`src/rtl/montgomery_mul_seq_if.sv`:
```
// Operand/result bus for montgomery_mul_seq.
//
// Handshake: on both sides a transfer happens on a rising clk edge where
// valid and ready are both 1. The producer holds its payload stable while
// valid is high. The consumer may lower ready at any time. The block drives
// in_ready and out_valid only from registers, so ready never depends
// combinationally on valid.
interface montgomery_mul_seq_if #(
   parameter int WIDTH = 64
);
   logic             in_valid;
   logic             in_ready;
   logic [WIDTH-1:0] a;
   logic [WIDTH-1:0] b;
   logic [WIDTH-1:0] n;
   logic             out_valid;
   logic             out_ready;
   logic [WIDTH-1:0] result;
   logic             err;

   // Operand sequencer / result consumer side.
   modport master (
      output in_valid, a, b, n, out_ready,
      input  in_ready, out_valid, result, err
   );

   // Multiplier side.
   modport slave (
      input  in_valid, a, b, n, out_ready,
      output in_ready, out_valid, result, err
   );
endinterface

```
`src/rtl/montgomery_mul_seq.sv`:
```
// montgomery_mul_seq: bit-serial radix-2 Montgomery multiplier.
// result = a*b*2^-WIDTH mod n, with a runtime modulus, valid/ready on both
// sides and a synchronous active-high reset.
// Optional build macro MONTGOMERY_RANGE_CHECK_EN: rejects even n, a >= n or
// b >= n at acceptance and answers at once with err=1, result=0.
// dbg_state exposes the FSM state (0 IDLE, 1 CALC, 2 FINAL, 3 DONE).
module montgomery_mul_seq #(
   parameter int WIDTH = 64
) (
   input  logic                       clk,
   input  logic                       rst,
   montgomery_mul_seq_if.slave        bus,
   output logic [1:0]                 dbg_state
);
   localparam int CW = (WIDTH > 1) ? $clog2(WIDTH) : 1;

   typedef enum logic [1:0] {
      IDLE  = 2'd0,
      CALC  = 2'd1,
      FINAL = 2'd2,
      DONE  = 2'd3
   } state_t;

   state_t           state;
   state_t           state_nx;
   logic [WIDTH-1:0] a_r;
   logic [WIDTH-1:0] b_r;
   logic [WIDTH-1:0] n_r;
   logic [WIDTH-1:0] result_r;
   // S stays below 2n and T below 4n, so two guard bits cover WIDTH=64 with
   // n close to 2^64.
   logic [WIDTH+1:0] s_r;
   logic [WIDTH+1:0] n_ext;
   logic [WIDTH+1:0] t_add;
   logic [WIDTH+1:0] t_odd;
   logic [WIDTH+1:0] s_nx;
   logic [WIDTH-1:0] s_red;
   logic [CW-1:0]    i_r;
   logic             in_ready_r;
   logic             out_valid_r;
   logic             accept;

   // in_ready_r is only ever 1 while in IDLE, so it alone qualifies acceptance.
   assign accept = bus.in_valid & in_ready_r;

`ifdef MONTGOMERY_RANGE_CHECK_EN
   logic err_r;
   logic bad_in;
   assign bad_in  = ~bus.n[0] | (bus.a >= bus.n) | (bus.b >= bus.n);
   assign bus.err = err_r;
`else
   assign bus.err = 1'b0;
`endif

   assign bus.in_ready  = in_ready_r;
   assign bus.out_valid = out_valid_r;
   assign bus.result    = result_r;
   assign dbg_state     = state;

   // One radix-2 step: add b if the current bit of a is set, make the sum even
   // by adding n, then halve. Also the final conditional subtraction.
   always_comb begin
      n_ext = {2'b00, n_r};
      t_add = s_r + (a_r[i_r] ? {2'b00, b_r} : '0);
      t_odd = t_add[0] ? (t_add + n_ext) : t_add;
      s_nx  = t_odd >> 1;
      s_red = WIDTH'((s_r >= n_ext) ? (s_r - n_ext) : s_r);
   end

   // State register.
   always_ff @(posedge clk) begin
      if (rst) state <= IDLE;
      else     state <= state_nx;
   end

   // Next-state decode.
   always_comb begin
      state_nx = state;
      case (state)
         IDLE: begin
            if (accept) begin
               state_nx = CALC;
`ifdef MONTGOMERY_RANGE_CHECK_EN
               if (bad_in) state_nx = DONE;
`endif
            end
         end
         CALC:    if (i_r == CW'(WIDTH - 1)) state_nx = FINAL;
         FINAL:   state_nx = DONE;
         DONE:    if (out_valid_r & bus.out_ready) state_nx = IDLE;
         default: state_nx = IDLE;
      endcase
   end

   // Operand latch, serial accumulator, result and handshake flags.
   always_ff @(posedge clk) begin
      if (rst) begin
         a_r         <= '0;
         b_r         <= '0;
         n_r         <= '0;
         s_r         <= '0;
         i_r         <= '0;
         result_r    <= '0;
         in_ready_r  <= 1'b0;
         out_valid_r <= 1'b0;
`ifdef MONTGOMERY_RANGE_CHECK_EN
         err_r       <= 1'b0;
`endif
      end else begin
         in_ready_r <= (state_nx == IDLE);
         case (state)
            IDLE: begin
               if (accept) begin
                  a_r <= bus.a;
                  b_r <= bus.b;
                  n_r <= bus.n;
                  s_r <= '0;
                  i_r <= '0;
`ifdef MONTGOMERY_RANGE_CHECK_EN
                  err_r <= bad_in;
                  if (bad_in) begin
                     result_r    <= '0;
                     out_valid_r <= 1'b1;
                  end
`endif
               end
            end
            CALC: begin
               s_r <= s_nx;
               i_r <= i_r + CW'(1);
            end
            FINAL: begin
               result_r    <= s_red;
               out_valid_r <= 1'b1;
            end
            DONE: begin
               if (out_valid_r & bus.out_ready) out_valid_r <= 1'b0;
            end
            default: ;
         endcase
      end
   end
endmodule

```
`src/flat_wrapper.sv`:
```
// flat-port wrapper written by rule: the top's interface ports become plain ports
module montgomery_mul_seq_flat 
#(
   parameter int WIDTH = 64
)
  (clk, rst, dbg_state, bus_in_valid, bus_a, bus_b, bus_n, bus_out_ready, bus_in_ready, bus_out_valid, bus_result, bus_err);
  montgomery_mul_seq_if #(.WIDTH(WIDTH)) bus_i ();
  input  logic clk;
  input  logic rst;
  output logic [1:0] dbg_state;
  input wire logic [$bits(bus_i.in_valid)-1:0] bus_in_valid;
  input wire logic [$bits(bus_i.a)-1:0] bus_a;
  input wire logic [$bits(bus_i.b)-1:0] bus_b;
  input wire logic [$bits(bus_i.n)-1:0] bus_n;
  input wire logic [$bits(bus_i.out_ready)-1:0] bus_out_ready;
  output wire logic [$bits(bus_i.in_ready)-1:0] bus_in_ready;
  output wire logic [$bits(bus_i.out_valid)-1:0] bus_out_valid;
  output wire logic [$bits(bus_i.result)-1:0] bus_result;
  output wire logic [$bits(bus_i.err)-1:0] bus_err;
  assign bus_i.in_valid = bus_in_valid;
  assign bus_i.a = bus_a;
  assign bus_i.b = bus_b;
  assign bus_i.n = bus_n;
  assign bus_i.out_ready = bus_out_ready;
  assign bus_in_ready = bus_i.in_ready;
  assign bus_out_valid = bus_i.out_valid;
  assign bus_result = bus_i.result;
  assign bus_err = bus_i.err;
  montgomery_mul_seq #(.WIDTH(WIDTH)) u_core (.clk(clk), .rst(rst), .bus(bus_i), .dbg_state(dbg_state));
endmodule
```
`config.mk`:
```
export PLATFORM = sky130hd
export DESIGN_NAME = montgomery_mul_seq_flat
export DESIGN_NICKNAME = d
export VERILOG_FILES = /design/src/rtl/montgomery_mul_seq_if.sv /design/src/rtl/montgomery_mul_seq.sv /design/src/flat_wrapper.sv
export SDC_FILE = /design/constraint.sdc
export NUM_CORES = 1
export LEC_CHECK = 0
export CAP_MARGIN = 20
export CELL_PAD_IN_SITES_DETAIL_PLACEMENT = 1
export CELL_PAD_IN_SITES_GLOBAL_PLACEMENT = 1
export CORE_ASPECT_RATIO = 1.75
export CORE_MARGIN = 5
export CORE_UTILIZATION = 44
export CTS_BUF_LIST = sky130_fd_sc_hd__clkbuf_2
export CTS_CLUSTER_SIZE = 14
export DETAILED_ROUTE_END_ITERATION = 6
export HOLD_SLACK_MARGIN = 0.02
export PLACE_DENSITY_LB_ADDON = 0.1
export RECOVER_POWER = 25
export SYNTH_ARGS = -nofsm -noshare
export SYNTH_HDL_FRONTEND = slang
export SYNTH_SLANG_ARGS = --single-unit
```
`constraint.sdc`:
```
create_clock -name clk -period 9.69 [get_ports clk]
set_clock_uncertainty 0.15 [all_clocks]
set_input_delay 1.4535 -clock clk [delete_from_list [all_inputs] [get_ports clk]]
set_output_delay 1.4535 -clock clk [all_outputs]
set_load 0.01 [all_outputs]
```
==> results of run 1 <==
==> routing by layer <==
layer  vias to the layer above  GRT usage
li1                      12450          -
met1                     12950     0.3385
met2                       933     0.6173
met3                       420    0.05142
met4                         6     0.2500
met5                         -          0
==> path summary, 6_finish.rpt <==
kind / from / to / slack, ns
min: u_core.a_r[56]$_SDFFE_PP0P_ / u_core.a_r[56]$_SDFFE_PP0P_ / 0.31
max reg2reg: u_core.i_r[1]$_SDFFE_PP0P_ / u_core.s_r[56]$_SDFFE_PP0P_ / 0.37
max: u_core.i_r[1]$_SDFFE_PP0P_ / u_core.s_r[56]$_SDFFE_PP0P_ / 0.37
min reg2reg: u_core.a_r[56]$_SDFFE_PP0P_ / u_core.a_r[56]$_SDFFE_PP0P_ / 0.31
==> logic make-up after synthesis <==
group	synth area share
flops	0.2645
xor+xnor	0.05944
compound gates	0.2761
simple gates	0.2019
buf+inv	0.05345
mux	0.04611
other cells	0.0001497
fa+ha+maj	0.09831
==> cell usage after synthesis, types with 58 or more instances <==
master	number	area, um^2
dfxtp_1	331	6626
nor2_1	187	701.9
nand2_1	636	2387
and2_1	74	462.9
inv_1	129	484.2
mux2i_1	58	580.6
ha_1	192	2402
clkbuf_1	168	630.6
xnor2_1	100	875.8
a21oi_1	527	2638
o21ai_0	208	1041
a21o_1	94	705.7
xor2_1	70	613.1
==> final cells by class <==
type,instances,area [um^2],share of cell area
diodes,10,25.02,0.0008655
clock buffers,116,580.6,0.02008
clock inverters,36,249.0,0.008612
inverters,129,484.2,0.01675
multi-input cells,2733,17120,0.5921
flip-flops and latches,331,6626,0.2292
well taps,760,950.9,0.03289
repair buffers,294,2878,0.09953
==> flip-flops by register name, summed over array words and instances (netlist names) <==
register / count
u_core.dbg_state: 2
u_core.b_r: 64
u_core.n_r: 64
u_core.s_r: 65
u_core.bus.in_ready: 1
u_core.bus.out_valid: 1
u_core.i_r: 6
u_core.a_r: 64
u_core.bus.result: 64
==> tightest hold or removal path, delay by kind of cell (launching register included) <==
family / cells / cell delay (ns)
and+or+nand+nor: 1 / 0.05
DFF: 1 / 0.33
AOI/OAI and AO/OA: 1 / 0.05
==> where the power goes <==
group | internal, W | switching [W] | leakage, nW | total [W]
clock network | 0.000414 | 0.000681 | 0.605 | 0.00110
logic | 0.000271 | 0.000418 | 8.55 | 0.000689
registers | 0.00140 | 0.0000441 | 2.68 | 0.00145
total | 0.00209 | 0.00114 | 11.8 | 0.00323
==> stage by stage <==
stage | hold WS, ns | total power, W | std cells | setup slack (ns)
2_1_floorplan | 0.2817 | 0.001888 | 3403 | 2.048
3_5_place_dp | 0.2987 | 0.002157 | 4246 | 0.6277
4_1_cts | 0.3145 | 0.003261 | 4398 | 0.6120
3_3_place_gp | 0.2914 | 0.002136 | 4246 | 0.8695
6_report | 0.3136 | 0.003229 | 4409 | 0.3748
5_1_grt | 0.3393 | 0.003385 | 4407 | 0.1005
==> impl_metrics.ini, run 1 <==
[status]
status = finished with violations
violations = max-capacitance violations, max-slew violations

[route]
wl_per_cell_um = 24.62
via_per_inst = 6.069
first_pass_iters = 5
wl_met2_um = 54960
drc = 0
top_layer_used = met5
routed-via-count = 26760
met3_length_um = 5043
m1WireLength_um = 38490
ant_nets = 0
routed_wl_um = 108500
drt_iter0_markers = 1369

[synthesis]
synth_seq_area_share = 0.2645
synth_ff_type = dfxtp_1
yosys_warnings = 0
avgSynthCellArea_um2 = 7.360
syn_nets = 3794
synth_area_um2 = 25050
synth-seq-cells = 331
synth_cell_types = 93
synth_cells = 3403
ys_async_sr_fraction = 0
synth_edf_count = 0

[setup_path]
slowest_delay_ns = 0.91
cp.required_ns = 10.62
critPathKind = flop to flop
critPathLaunchType = flop
crit_buf_inv = 2
crit_path_frequent_cell = a211oi_1
worstPathMaxFanout = 33
path_depth = 27
cpMaxStageDelayCell = dfxtp_1
critPathCaptureType = flop
crit_arrival_ns = 10.24
reg2reg_depth = 27
path_delay_family = compound AO/OA/AOI/OAI gates

[placement]
gp_congestion = 1.002
dpl_cell_area_um2 = 28070
place_hpwl_um = 86000
port_buffers = 263

[floorplan]
start_util = 0.4452
dieArea_um2 = 61990
ioPinCount = 265
chipHeight_um = 325.6
die_x_um = 190.4
core-area_um2 = 56260
rows = 115

[worst_hold_path]
hold_path_depth = 2
worstHoldPathType = flop to flop

[clocking]
post_cts_buffers = 0
clock_latency_ns = 1.23
ctsHoldBuffers = 0
clock_sinks = 331
clk_pin_slew_ns = 0.11
cts_tree = built
cts-htree-levels = 3
cts_buffers = 86
cts_root_buffer = clkbuf_2
post_cts_resized = 0
clock_path_buffers = 3

[global_route]
antenna_found_initial = 10
overflow = 0
grt_util_all_layers = 0.3369
grt_pass1_vias = 28720
grt_max_degree = 115
grt_pass1_wl_um = 164000

[final_layout]
final_nets = 3966
final_area_um2 = 28910
layout-drive-gt1-share = 0.06458
final_cell_mix = nand2_1 (636), a21oi_1 (527), dfxtp_1 (331)
fill_cells = 7116
final_common_cell = nand2_1
post-route-util = 0.5139
areaGrowthSynthToFinish_pct = 15.43

[flow_run]
cap_viol_max_count = 4

[timing]
finalMaxSlewViolations = 248
setup_tns_ns = 0
period_share = 0.9613
setup_viol = 0
max_freq_ghz = 0.1074
slew_headroom = -1.417
finalHoldViolations = 0
finalCriticalPeriod_ns = 9.315
worstMarginPinSlew_ns = 3.625
rsz0062_at_grt = false

[pwr]
p_leak_nw = 11.84
p_per_area_nw_per_um2 = 111.7
ir_drop_v = 0.00009763
Power figures use the tool's default switching activity.
==> run 2, diff against run 1 <==
Settings changed: HOLD_SLACK_MARGIN 0.02 to 0.12, SKIP_LAST_GASP set to 1.
==> results of run 2 <==
No change in the layout: final DEF, timing and power equal those of run 1.
